File: src/rtl/axi_dma_rd_if.sv
// ---------------------------------------------------------------------------
// axi_dma_rd_if
// AXI4 read-address and read-data channels used by the DMA read engine.
//   master modport : DMA side (drives AR channel, RREADY)
//   slave modport  : memory / interconnect side (drives ARREADY, R channel)
// ---------------------------------------------------------------------------
interface axi_dma_rd_if #(
    parameter int AXI_WIDTH_AD = 32,
    parameter int AXI_WIDTH_DA = 32
);
    // read-address channel
    logic                    M_ARVALID;
    logic                    M_ARREADY;
    logic [AXI_WIDTH_AD-1:0] M_ARADDR;
    logic [7:0]              M_ARLEN;
    logic [2:0]              M_ARSIZE;
    logic [1:0]              M_ARBURST;
    // read-data channel
    logic                    M_RVALID;
    logic                    M_RREADY;
    logic [AXI_WIDTH_DA-1:0] M_RDATA;
    logic [1:0]              M_RRESP;
    logic                    M_RLAST;

    modport master (
        output M_ARVALID, M_ARADDR, M_ARLEN, M_ARSIZE, M_ARBURST, M_RREADY,
        input  M_ARREADY, M_RVALID, M_RDATA, M_RRESP, M_RLAST
    );

    modport slave (
        input  M_ARVALID, M_ARADDR, M_ARLEN, M_ARSIZE, M_ARBURST, M_RREADY,
        output M_ARREADY, M_RVALID, M_RDATA, M_RRESP, M_RLAST
    );
endinterface

File: src/rtl/axi_dma_rd.sv
// ---------------------------------------------------------------------------
// axi_dma_rd
// AXI4 read engine for a DMA controller. A start pulse loads a word-aligned
// byte address and a beat count; the engine issues INCR bursts (one at a
// time, never crossing a 4 KB page) and streams the returned beats straight
// through to a downstream buffer with zero latency.
//   clk, rst        : single clock, synchronous active-high reset
//   i_ctrl_read     : one-cycle start pulse (accepted only in IDLE)
//   i_read_addr     : start byte address (word aligned)
//   i_num_trans     : number of 4-byte beats to read
//   o_read_done     : one-cycle completion pulse
//   o_read_err      : sticky error (bad RRESP or RLAST misplacement)
//   m_axi           : AXI4 AR/R channels (master modport)
//   o_rd_data/o_rd_valid/i_rd_ready : downstream stream
// ---------------------------------------------------------------------------
module axi_dma_rd #(
    parameter int AXI_WIDTH_AD = 32,
    parameter int AXI_WIDTH_DA = 32,
    parameter int BIT_TRANS    = 18,
    parameter int MAX_BURST    = 16
) (
    input  logic                    clk,
    input  logic                    rst,
    input  logic                    i_ctrl_read,
    input  logic [AXI_WIDTH_AD-1:0] i_read_addr,
    input  logic [BIT_TRANS-1:0]    i_num_trans,
    output logic                    o_read_done,
    output logic                    o_read_err,
    axi_dma_rd_if.master            m_axi,
    output logic [AXI_WIDTH_DA-1:0] o_rd_data,
    output logic                    o_rd_valid,
    input  logic                    i_rd_ready
);

    localparam logic [1:0] S_IDLE = 2'd0;
    localparam logic [1:0] S_AR   = 2'd1;
    localparam logic [1:0] S_R    = 2'd2;
    localparam logic [1:0] S_DONE = 2'd3;

    // comparison width large enough for both the beat count and a page's beats
    localparam int CW = (BIT_TRANS > 13) ? BIT_TRANS : 13;

    logic [1:0]              r_state;
    logic [AXI_WIDTH_AD-1:0] r_cur_addr;
    logic [BIT_TRANS-1:0]    r_remain;
    logic [8:0]              r_beat_cnt;
    logic [8:0]              r_blen;
    logic                    r_err;

    logic [12:0]             w_page_bytes;
    logic [CW-1:0]           w_page_beats;
    logic [CW-1:0]           w_rem;
    logic [CW-1:0]           w_lim;
    logic [8:0]              w_blen;
    logic                    w_beat;
    logic                    w_last;

    // Burst length for the next AR. cur_addr and remain are frozen while in
    // AR, so ARLEN derived from this stays stable until the handshake.
    always_comb begin
        w_page_bytes = 13'h1000 - {1'b0, r_cur_addr[11:0]};
        w_page_beats = CW'(w_page_bytes >> 2);
        w_rem        = CW'(r_remain);
        w_lim        = CW'(MAX_BURST);
        if (w_page_beats < w_lim) w_lim = w_page_beats;
        if (w_rem < w_lim)        w_lim = w_rem;
        w_blen       = w_lim[8:0];
    end

    assign w_beat = (r_state == S_R) && m_axi.M_RVALID && i_rd_ready;
    // the burst ends on our own count; RLAST is only checked against it
    assign w_last = (r_beat_cnt == (r_blen - 9'd1));

    always_ff @(posedge clk) begin
        if (rst) begin
            r_state    <= S_IDLE;
            r_cur_addr <= '0;
            r_remain   <= '0;
            r_beat_cnt <= '0;
            r_blen     <= '0;
            r_err      <= 1'b0;
        end else begin
            case (r_state)
                S_IDLE: begin
                    if (i_ctrl_read) begin
                        r_cur_addr <= i_read_addr;
                        r_remain   <= i_num_trans;
                        r_beat_cnt <= '0;
                        r_err      <= 1'b0;
                        r_state    <= (i_num_trans != '0) ? S_AR : S_DONE;
                    end
                end
                S_AR: begin
                    if (m_axi.M_ARREADY) begin
                        r_blen  <= w_blen;
                        r_state <= S_R;
                    end
                end
                S_R: begin
                    if (w_beat) begin
                        r_remain <= r_remain - BIT_TRANS'(1);
                        if ((m_axi.M_RRESP != 2'b00) || (m_axi.M_RLAST != w_last))
                            r_err <= 1'b1;
                        if (w_last) begin
                            r_beat_cnt <= '0;
                            r_cur_addr <= r_cur_addr + AXI_WIDTH_AD'({r_blen, 2'b00});
                            // remain is pre-decrement here: 1 means this was the final beat
                            r_state    <= (r_remain != BIT_TRANS'(1)) ? S_AR : S_DONE;
                        end else begin
                            r_beat_cnt <= r_beat_cnt + 9'd1;
                        end
                    end
                end
                S_DONE:  r_state <= S_IDLE;
                default: r_state <= S_IDLE;
            endcase
        end
    end

    assign m_axi.M_ARVALID = (r_state == S_AR);
    assign m_axi.M_ARADDR  = r_cur_addr;
    assign m_axi.M_ARLEN   = 8'(w_blen - 9'd1);
    assign m_axi.M_ARSIZE  = 3'b010;
    assign m_axi.M_ARBURST = 2'b01;
    assign m_axi.M_RREADY  = (r_state == S_R) && i_rd_ready;

    assign o_rd_valid  = (r_state == S_R) && m_axi.M_RVALID;
    assign o_rd_data   = m_axi.M_RDATA;
    assign o_read_done = (r_state == S_DONE);
    assign o_read_err  = r_err;

endmodule

File: src/flat_wrapper.sv
// flat-port wrapper written by rule: the top's interface ports become plain ports
module axi_dma_rd_flat 
#(
    parameter int AXI_WIDTH_AD = 32,
    parameter int AXI_WIDTH_DA = 32,
    parameter int BIT_TRANS    = 18,
    parameter int MAX_BURST    = 16
)
  (clk, rst, i_ctrl_read, i_read_addr, i_num_trans, o_read_done, o_read_err, o_rd_data, o_rd_valid, i_rd_ready, m_axi_M_ARVALID, m_axi_M_ARADDR, m_axi_M_ARLEN, m_axi_M_ARSIZE, m_axi_M_ARBURST, m_axi_M_RREADY, m_axi_M_ARREADY, m_axi_M_RVALID, m_axi_M_RDATA, m_axi_M_RRESP, m_axi_M_RLAST);
  axi_dma_rd_if #(.AXI_WIDTH_AD(AXI_WIDTH_AD), .AXI_WIDTH_DA(AXI_WIDTH_DA)) m_axi_i ();
  input  logic clk;
  input  logic rst;
  input  logic i_ctrl_read;
  input  logic [AXI_WIDTH_AD-1:0] i_read_addr;
  input  logic [BIT_TRANS-1:0] i_num_trans;
  output logic o_read_done;
  output logic o_read_err;
  output logic [AXI_WIDTH_DA-1:0] o_rd_data;
  output logic o_rd_valid;
  input  logic i_rd_ready;
  output wire logic [$bits(m_axi_i.M_ARVALID)-1:0] m_axi_M_ARVALID;
  output wire logic [$bits(m_axi_i.M_ARADDR)-1:0] m_axi_M_ARADDR;
  output wire logic [$bits(m_axi_i.M_ARLEN)-1:0] m_axi_M_ARLEN;
  output wire logic [$bits(m_axi_i.M_ARSIZE)-1:0] m_axi_M_ARSIZE;
  output wire logic [$bits(m_axi_i.M_ARBURST)-1:0] m_axi_M_ARBURST;
  output wire logic [$bits(m_axi_i.M_RREADY)-1:0] m_axi_M_RREADY;
  input wire logic [$bits(m_axi_i.M_ARREADY)-1:0] m_axi_M_ARREADY;
  input wire logic [$bits(m_axi_i.M_RVALID)-1:0] m_axi_M_RVALID;
  input wire logic [$bits(m_axi_i.M_RDATA)-1:0] m_axi_M_RDATA;
  input wire logic [$bits(m_axi_i.M_RRESP)-1:0] m_axi_M_RRESP;
  input wire logic [$bits(m_axi_i.M_RLAST)-1:0] m_axi_M_RLAST;
  assign m_axi_M_ARVALID = m_axi_i.M_ARVALID;
  assign m_axi_M_ARADDR = m_axi_i.M_ARADDR;
  assign m_axi_M_ARLEN = m_axi_i.M_ARLEN;
  assign m_axi_M_ARSIZE = m_axi_i.M_ARSIZE;
  assign m_axi_M_ARBURST = m_axi_i.M_ARBURST;
  assign m_axi_M_RREADY = m_axi_i.M_RREADY;
  assign m_axi_i.M_ARREADY = m_axi_M_ARREADY;
  assign m_axi_i.M_RVALID = m_axi_M_RVALID;
  assign m_axi_i.M_RDATA = m_axi_M_RDATA;
  assign m_axi_i.M_RRESP = m_axi_M_RRESP;
  assign m_axi_i.M_RLAST = m_axi_M_RLAST;
  axi_dma_rd #(.AXI_WIDTH_AD(AXI_WIDTH_AD), .AXI_WIDTH_DA(AXI_WIDTH_DA), .BIT_TRANS(BIT_TRANS), .MAX_BURST(MAX_BURST)) u_core (.clk(clk), .rst(rst), .i_ctrl_read(i_ctrl_read), .i_read_addr(i_read_addr), .i_num_trans(i_num_trans), .o_read_done(o_read_done), .o_read_err(o_read_err), .m_axi(m_axi_i), .o_rd_data(o_rd_data), .o_rd_valid(o_rd_valid), .i_rd_ready(i_rd_ready));
endmodule
File: config.mk
export PLATFORM = sky130hd
export DESIGN_NAME = axi_dma_rd_flat
export DESIGN_NICKNAME = d
export VERILOG_FILES = /design/src/rtl/axi_dma_rd_if.sv /design/src/rtl/axi_dma_rd.sv /design/src/flat_wrapper.sv
export SDC_FILE = /design/constraint.sdc
export NUM_CORES = 1
export LEC_CHECK = 0
export ABC_AREA = 1
export ABC_CLOCK_PERIOD_IN_PS = 4300
export BUFFER_PORTS_ARGS = -buffer_cell sky130_fd_sc_hd__clkbuf_2
export CORE_MARGIN = 2
export CORE_UTILIZATION = 40
export CTS_CLUSTER_DIAMETER = 100
export DETAILED_ROUTE_END_ITERATION = 16
export PLACE_DENSITY = 0.7
export REMOVE_ABC_BUFFERS = 1
export SKIP_CTS_REPAIR_TIMING = 1
export SLEW_MARGIN = 20
export SYNTH_ARGS = -nofsm -noshare
export SYNTH_HDL_FRONTEND = slang
export SYNTH_SLANG_ARGS = --single-unit
export TNS_END_PERCENT = 20
File: constraint.sdc
create_clock -name clk -period 4.3 [get_ports clk]
set_input_delay 0.86 -clock clk [delete_from_list [all_inputs] [get_ports clk]]
set_output_delay 0.86 -clock clk [all_outputs]
set_load 0.01 [all_outputs]
==> reports/qor.yml, run 1 <==
floorplan:
  die_h_um: 120
  initial_core_util_pct: 40.6
  pin_count: 173
  dieWidth_um: 120
  die-area_um2: 14300
  coreArea_um2: 13200
  rows: 42
synthesis:
  synthAdderAreaFrac_pct: 5.74
  synth_area_um2: 5360
  synthFlopType: "dfxtp_1"
  synth_commonest_cells: "139 x nand2_1, 103 x inv_1, 97 x nor2_1, 71 x dfxtp_1, 71 x o21ai_0"
  ys_seq_elements: 71
  synth_async_sr_flop_share_pct: 0
  synth-xor-area-share_pct: 6.04
  netlist_instances: 826
  synth_area_per_cell_um2: 6.49
  synth_compound_area_share_pct: 19.2
  synth_top_area_share_pct: 26.5
  yosys_warnings: 0
  synth_top_cell_by_area: "dfxtp_1"
  synth-simple-area-share_pct: 27.6
  synth.most_common_cell: "nand2_1"
  ys_seq_area_share_pct: 26.5
  synth_area_leaders: "dfxtp_1 27%, nand2_1 9.7%, inv_1 7.2%"
  synth_cell_types: 44
  synthMuxAreaShare_pct: 0
  synth-edff-count: 0
  synth_top_family_by_area: "simple AND/OR/NAND/NOR gates"
cells_and_area:
  areaGrowthSynthToFinish_pct: 16.8
  drive_gt1_share_pct: 20.2
  diodes: 0
  layout.cells.non_filler: 1085
  num-fill-cells: 1367
  nets: 1019
  multiInputGateArea_um2: 3300
  seq_area_um2: 1430
  finish.utilization_pct: 47.5
timing:
  fin_ws_ns: 0.125
  finalCritPeriodShare_pct: 97.1
  fmax_mhz: 240
  hold_violations: 0
  max_slew_margin_pct: 59.6
  worst_slew_pin_slew_ns: 0.605
  fin_crit_ns: 4.18
  fin_hold_ws_ns: 0.490
  finClkSkew_ns: 0.00874
  fin_setup_tns_ns: 0
  finalSetupViolations: 0
  final_max_slew_viol_count: 0
grt:
  use_met1_pct: 29.9
  grt_pass1_wl_um: 26600
  antenna_found_initial: 0
  use_met2_pct: 34.4
  grt_overflow_total: 0
  grt_busiest_layer: "met2"
  grt_pass1_vias: 5128
  grt.total_usage_pct: 23.7
  grt_util_met3_pct: 11.1
  grt_max_degree: 58
drt:
  vias_per_cell: 5.24
  routed_wirelength_um: 17300
  dr_total_vias: 5689
  drtIter0Drc: 409
  drc: 0
  firstDrtPassIters: 7
  routedWlPerCell_um: 15.9
  drtAntennaViolNets: 0
worst_setup_path:
  crit_top_cell: "nand2_1"
  crit_start: "u_core.m_axi.M_ARADDR[4]"
  end_kind: "output pin"
  critPathSlowestCell: "dfxtp_2"
  r2r_slack_ns: 1.07
  path_cells: "nor2_4 -> nand2_2 -> o21ai_4 -> nand3_2 -> a21oi_2 -> inv_1 -> ha_4 -> a21o_1 -> nand4_1 -> nand2_1 -> nand2_1 -> nand2_1 -> nand2_2 -> nand2_4 -> o21ai_4 -> ha_4 -> nand3_2 -> nor2_4 -> nand3_1 -> nand2_1 -> nand2_1 -> inv_1 -> clkbuf_2"
  worst_ep_required_time_ns: 3.44
  setup.worst_path.class: "reg -> out"
  arrival_ns: 3.32
  max_stage_delay_ns: 0.36
  start_kind: "flip-flop"
  reg2reg_from: "u_core.r_blen[0]"
  cp_max_fo: 5
place:
  dp_cells: 1059
  post-place-ws_ns: 0.172
  io_buffers: 103
  dpl.hpwl_um: 12900
  gp_congestion: 0.918
flow_run:
  timing.max_cap.violations: 0
clocking:
  cts-root-buf: "clkbuf_16"
  cts.clk_slew.worst_paths_ns: 0.06
  clkSinkCount: 71
  cts_tree: "built"
  worstSkewPairLatency_ns: 0.34
  htreeDepth: 3
  clockBufferDepth: 2
  numCtsBuffers: 9
power:
  leakagePower_nw: 2.92
  power.density_nw_per_um2: 703
  peakVddDrop_v: 0.000244
hold_path:
  holdCritStartpoint: "u_core.m_axi.M_ARADDR[31]"
  hp-class: "reg -> reg"
outcome:
  status: "completed"
==> critical path, delay by kind of cell (launching register included) <==
family	cells	cell delay (ns)
simple gates	14	1.21
compound gates	4	0.75
fa+ha+maj	2	0.39
flops	1	0.36
buf+inv	3	0.26
==> sequential cells by signal (all words and copies together) (netlist names) <==
register               flops
u_core.m_axi.M_ARADDR     32
u_core.r_remain           18
u_core.r_beat_cnt          9
u_core.r_blen              9
u_core.r_state             2
u_core.o_read_err          1
==> per-layer routing <==
layer / vias up / wire length, µm
met4: 4 / 388
met2: 235 / 7410
li1: 2847 / -
met1: 2570 / 7530
met3: 33 / 1790
met5: - / 136
==> path summary, 6_finish.rpt <==
kind	endpoint	cells past startpoint
setup reg to reg	u_core.m_axi.M_ARADDR[22]	17
setup / recovery	m_axi_M_ARLEN[6]	23
hold / removal	u_core.m_axi.M_ARADDR[31]	2
hold reg to reg	u_core.m_axi.M_ARADDR[31]	2
==> where the power goes <==
group | switching [mW] | leakage [nW] | total (mW) | internal, mW
clock | 0.292 | 0.134 | 0.698 | 0.406
sequential | 0.294 | 0.586 | 1.17 | 0.880
combinational | 1.59 | 2.20 | 2.53 | 0.936
total | 2.18 | 2.92 | 4.40 | 2.22
==> cells in the final DEF (no fill, tap or decap), types with 9 or more instances in the layout <==
cell type | Yosys | routed
clkbuf_16 | 0 | 9
xor2_1 | 30 | 30
dfxtp_1 | 71 | 63
inv_1 | 103 | 102
nor3_1 | 22 | 22
o211ai_1 | 9 | 9
nor4_1 | 9 | 9
o22ai_1 | 15 | 15
nor2_1 | 97 | 93
o21ai_0 | 71 | 71
clkbuf_2 | 0 | 103
a21oi_1 | 53 | 52
nand3_1 | 39 | 37
nand4_1 | 15 | 15
buf_4 | 38 | 16
ha_1 | 23 | 21
nand2_1 | 139 | 135
nand2_2 | 6 | 9
conb_1 | 2 | 11
==> layout make-up <==
cell class	instances	area share, %
clock buffers	13	4.00
flip-flops and latches	71	22.9
multi-input cells	595	52.7
clock inverters	3	0.300
well taps	176	3.52
repair buffers	119	10.2
inverters	108	6.47
==> cell families (layout without fill, tap and decap cells) <==
kind of cell / Yosys count / in the layout
buffers and inverters: 170 / 243
DFF: 71 / 71
adders and majority gates: 24 / 24
other: 2 / 11
xor gates and xnor gates: 37 / 37
and+or+nand+nor: 342 / 343
AOI/OAI and AO/OA: 180 / 180
==> metrics by stage <==
stage               total power [mW]  instance area, µm²
detailed placement              3.49                5800
global route                    4.79                6260
CTS                             4.19                6070
finish                          4.40                6260
floorplan                       2.71                5010
global placement                3.47                5800
No activity file was read; power rests on OpenSTA's default activity.
==> run 2, diff against run 1 <==
- ABC_AREA: 1 -> default
- ABC_CLOCK_PERIOD_IN_PS: 4300 -> 4400
- clock period: 4.3 -> 4.4 ns (I/O delays scaled with it)
==> run 2 against run 1 <==
The run now ends with setup timing left; cell area is 0.24% lower; via count is 2.9% lower; worst hold slack better by 0.031 ns; non-clock buffer count is 9 higher; register-to-register slack better by 0.17 ns; clock-buffer cell count is 1 lower; highest routed layer is now met4; combinational power is 69% lower; critical path depth is 7 lower; sequential power is 31% lower; clock power is 4.6% higher; global-route usage is 1.3 points lower; worst setup slack worse by 0.32 ns.
==> reports/qor.yml, run 2 <==
floorplan:
  dieWidth_um: 119
  pin_count: 173
  rows: 42
  coreArea_um2: 13100
  die-area_um2: 14300
  die_h_um: 119
  initial_core_util_pct: 40.6
cells_and_area:
  diodes: 0
  mostFrequentLayoutCells: "101 x clkbuf_2, 77 x nand2_1, 73 x nor2_1, 68 x dfxtp_1, 56 x a21oi_1"
  nets: 907
  finish.utilization_pct: 47.5
  design_area_um2: 6250
  largest_reg_flops: 32
  areaGrowthSynthToFinish_pct: 17.1
  drive_gt1_share_pct: 21.5
  final_common_cell: "clkbuf_2"
timing:
  fin_crit_ns: 4.59
  worst_slew_pin_slew_ns: 0.753
  finClkSkew_ns: 0.00637
  finalCritPeriodShare_pct: 104
  finalSetupViolations: 3
  fmax_mhz: 218
  rsz0062_at_grt: "yes"
  fin_ws_ns: -0.191
  max_slew_margin_pct: 49.8
  final_max_slew_viol_count: 0
  hold_violations: 0
outcome:
  violations: "setup timing"
  status: "finished, violations left"
synthesis:
  ys_seq_area_share_pct: 26.6
  synth_cell_types: 64
  synth_area_leaders: "dfxtp_1 27%, a21oi_1 5.4%, nand2_1 5.4%"
  synth_area_per_cell_um2: 7.40
  synth_async_sr_flop_share_pct: 0
  synth_area_um2: 5340
  ys_seq_elements: 71
  yosys_warnings: 0
  synth_commonest_cells: "77 x nand2_1, 74 x nor2_1, 71 x dfxtp_1, 58 x a21oi_1, 40 x o21ai_0"
  synth_top_cell_by_area: "dfxtp_1"
  synth-edff-count: 0
  synth_top_area_share_pct: 26.6
  synth.most_common_cell: "nand2_1"
  synthFlopType: "dfxtp_1"
  netlist_instances: 721
clocking:
  numCtsBuffers: 9
  cts_tree: "built"
  cts.clk_slew.worst_paths_ns: 0.06
  cts-root-buf: "clkbuf_16"
  clockBufferDepth: 2
  htreeDepth: 3
  worstSkewPairLatency_ns: 0.35
  clkSinkCount: 71
place:
  dpl.hpwl_um: 11900
  dpl_cell_area_um2: 5840
  gp_congestion: 0.862
  io_buffers: 103
drt:
  drtIter0Drc: 476
  drc: 0
  drtAntennaViolNets: 0
  firstDrtPassIters: 6
  vias_per_cell: 5.68
  routed_wirelength_um: 16400
  dr_total_vias: 5524
  routedWlPerCell_um: 16.8
worst_setup_path:
  arrival_ns: 3.71
  worst_ep_required_time_ns: 3.52
  r2r_slack_ns: 1.24
  setup.worst_path.class: "reg -> out"
  start_kind: "flip-flop"
  cp_max_fo: 6
  end_kind: "output pin"
flow_run:
  timing.max_cap.violations: 0
grt:
  antenna_found_initial: 0
  grt.total_usage_pct: 22.4
  grt_max_degree: 66
  grt_pass1_vias: 4812
  grt_pass1_wl_um: 25400
  grt_overflow_total: 0
power:
  leakagePower_nw: 2.56
  power.density_nw_per_um2: 374
  peakVddDrop_v: 0.000206
hold_path:
  hp-class: "reg -> reg"
[run 2: worst paths after layout]
kind / start / endpoint / depth (start not counted)
hold reg to reg: u_core.m_axi.M_ARADDR[16] / u_core.m_axi.M_ARADDR[16] / 2
setup / recovery: u_core.m_axi.M_ARADDR[2] / m_axi_M_ARLEN[4] / 16
hold / removal: u_core.m_axi.M_ARADDR[16] / u_core.m_axi.M_ARADDR[16] / 2
setup reg to reg: u_core.r_blen[1] / u_core.m_axi.M_ARADDR[10] / 10
[run 2: logic make-up after synthesis]
kind of cell             count (synthesis)  synth area share [%]
other                                    2                 0.141
buffers and inverters                   95                  9.43
adder cells (fa/ha/maj)                 24                  5.77
AND/OR/NAND/NOR                        271                  24.8
flip-flops                              71                  26.6
AO/OA/AOI/OAI                          221                  27.0
XOR/XNOR                                31                  5.09
multiplexers                             6                  1.15
[run 2: layer usage]
layer / track usage [%] / part of all wire, %
met2: 33.6 / 44
met1: 30.2 / 46
met4: 6.69 / 1.4
met3: 7.65 / 8.6
met5: 1.84 / 0
[run 2: report_power, final]
group / total [mW] / leakage [nW] / switching [mW] / internal [mW]
Clock: 0.730 / 0.146 / 0.279 / 0.452
Sequential: 0.807 / 0.583 / 0.0946 / 0.712
Combinational: 0.796 / 1.83 / 0.460 / 0.337
[run 2: area by class of cell]
cell class                 count  area (µm²)
inverter                      18        67.6
clock inverter                 4        45.0
multi-input combinational    564        3530
tap                          176         220
fill                        1363        6890
clock buffer                  12         246
sequential                    71        1430
timing repair buffer         128         707
[run 2: metrics by stage]
step	power (mW)	cells	setup slack, ns	TNS [ns]	hold WS (ns)
2_1_floorplan	1.30	653	-0.153	-0.216	0.474
3_5_place_dp	1.57	953	-0.0521	-0.0922	0.509
6_report	2.33	973	-0.191	-0.561	0.521
3_3_place_gp	1.57	953	0.0457	0	0.503
4_1_cts	2.31	969	-0.419	-1.08	0.518
5_1_grt	2.48	973	-0.425	-1.26	0.533
[run 2: worst max-delay path: stages, from the launching register on]
cell and delay [ns]:
dfxtp_4 0.36, buf_6 0.13, nor3_4 0.19, nor2_1 0.06, or4_4 0.57, ha_4 0.28
o211ai_1 0.10, o211ai_1 0.21, a311oi_2 0.14, o21ai_2 0.25, mux2_2 0.39, ha_2 0.22
nand2_1 0.07, xnor2_1 0.11, nor2_1 0.05, a21oi_1 0.10, buf_2 0.14
==> run 3, diff against run 2 <==
- SKIP_CTS_REPAIR_TIMING: 1 -> default
==> run 3 against run 2 <==
The run still ends with setup timing left; utilization increased by 1.0 points; global-route usage is 0.49 points higher; non-clock buffer count up 5; cell area is 2.2% higher; flip-flop and latch count unchanged; total power rose by 1.5%; clock skew is 0.00089 ns lower; via count increased by 0.42%; critical path depth decreased by 3; first-iteration DRC count is 2.5% higher; critical path type unchanged; critical endpoint is now m_axi_M_ARLEN[6]; largest cell class unchanged; largest power group is now combinational logic.
==> reports/qor.yml, run 3 (synthesis gave the netlist of run 2 again) <==
place:
  io_buffers: 103
  gp_congestion: 0.862
  dpl.hpwl_um: 11900
  post-place-ws_ns: -0.0521
  dp_cells: 953
drt:
  drc: 0
  drtAntennaViolNets: 0
  routed_wirelength_um: 16600
  firstDrtPassIters: 5
  routedWlPerCell_um: 17.0
  drtIter0Drc: 488
  dr_total_vias: 5547
  vias_per_cell: 5.67
grt:
  grt_overflow_total: 0
  grt_pass1_wl_um: 25900
  antenna_found_initial: 0
  grt_pass1_vias: 4883
  grt_max_degree: 66
  grt.total_usage_pct: 22.9
worst_setup_path:
  r2r_slack_ns: 1.20
  path_delay_family: "compound AO/OA/AOI/OAI gates"
  critPathSlowestCell: "or4_4"
  setup.worst_path.class: "reg -> out"
  cp_max_fo: 4
  start_kind: "flip-flop"
  arrival_ns: 3.69
  end_kind: "output pin"
  max_stage_delay_ns: 0.64
  path_buf_inv: 1
  path_cells: "nand4_1 -> or4_4 -> ha_4 -> o211ai_1 -> o211ai_1 -> a311oi_4 -> o21ai_4 -> mux2i_4 -> ha_4 -> nand3_2 -> xor2_1 -> o21ai_1 -> buf_2"
  worst_ep_required_time_ns: 3.52
floorplan:
  pin_count: 173
  initial_core_util_pct: 40.6
  coreArea_um2: 13100
  rows: 42
  dieWidth_um: 119
  die-area_um2: 14300
  die_h_um: 119
clocking:
  cts_hold_buf: 0
  cts.clk_slew.worst_paths_ns: 0.06
  worstSkewPairLatency_ns: 0.34
  cts_tree: "built"
  htreeDepth: 3
  clockBufferDepth: 2
  numCtsBuffers: 9
  clkSinkCount: 71
  cts-root-buf: "clkbuf_16"
power:
  leakagePower_nw: 2.60
  power.density_nw_per_um2: 371
  peakVddDrop_v: 0.000206
timing:
  worst_slew_pin_slew_ns: 0.754
  max_slew_margin_pct: 49.7
  finClkSkew_ns: 0.00548
  final_max_slew_viol_count: 0
  fin_ws_ns: -0.173
  hold_violations: 0
  fin_crit_ns: 4.57
  finalCritPeriodShare_pct: 104
  fmax_mhz: 219
  rsz0062_at_grt: "yes"
  finalSetupViolations: 3
hold_path:
  hp-class: "reg -> reg"
cells_and_area:
  num-fill-cells: 1348
  layout.cells.non_filler: 978
  largest_reg_flops: 32
  nets: 912
  drive_gt1_share_pct: 23.7
  diodes: 0
  final_common_cell: "clkbuf_2"
  areaGrowthSynthToFinish_pct: 19.6
  mostFrequentLayoutCells: "100 x clkbuf_2, 72 x nand2_1, 71 x nor2_1, 64 x dfxtp_1, 56 x a21oi_1"
flow_run:
  timing.max_cap.violations: 0
outcome:
  status: "finished, violations left"
  violations: "setup timing"
[run 3: cell count changes in the layout (fill, tap and decap cells not counted), sizes merged]
cell    change
buf         +6
clkbuf      -1
[run 3: path summary, 6_finish.rpt]
kind | start | to | cells past startpoint
setup reg to reg | u_core.m_axi.M_ARADDR[11] | u_core.r_blen[2] | 14
hold reg to reg | u_core.m_axi.M_ARADDR[16] | u_core.m_axi.M_ARADDR[16] | 2
hold / removal | u_core.m_axi.M_ARADDR[16] | u_core.m_axi.M_ARADDR[16] | 2
setup / recovery | u_core.m_axi.M_ARADDR[11] | m_axi_M_ARLEN[6] | 13
[run 3: power by group]
group	switching [mW]	total (mW)	internal [mW]	leakage, nW
clock	0.280	0.732	0.452	0.146
sequential	0.0956	0.809	0.713	0.585
combinational	0.474	0.829	0.354	1.87
[run 3: per-stage QoR]
stage	area [µm²]	hold WS, ns	util, %	total power, mW	setup TNS (ns)
after global placement	5840	0.503	44.5	1.57	0
after floorplan	4930	0.474	-	1.30	-0.216
after detailed placement	5840	0.509	44.5	1.57	-0.0922
final	6380	0.520	48.6	2.37	-0.432
after CTS	6290	0.518	47.9	2.35	-0.114
after global routing	6380	0.533	48.6	2.52	-1.37
[run 3: area by class of cell]
cell class / count / area, µm² / share of cell area (%)
Clock inverter: 4 / 45.0 / 0.706
Tap cell: 176 / 220 / 3.45
Multi-Input combinational cell: 564 / 3620 / 56.8
Sequential cell: 71 / 1430 / 22.4
Clock buffer: 12 / 246 / 3.86
Timing Repair Buffer: 133 / 748 / 11.7
Inverter: 18 / 67.6 / 1.06
[run 3: tightest hold or removal path, stage by stage (launching register included)]
cell,delay [ns]
dfxtp_1,0.33
o21ai_1,0.08
a21oi_1,0.06
[run 3: what timing repair did]
| item | CTS | global route |
|---|---|---|
| setup endpoints to repair | 4 | 7 |
| gates resized for setup | 24 | 19 |
| buffers inserted | 6 | 3 |
| pin swaps | 11 | 11 |
[run 3: routing by layer]
metal  GRT usage [%]  part of all wire (%)  vias up
li1                -                     -     2753
met1            30.6                    45     2557
met2            35.0                    45      219
met3            7.46                   8.7       18
met4            7.06                   1.4        0
met5            1.84                     0        -
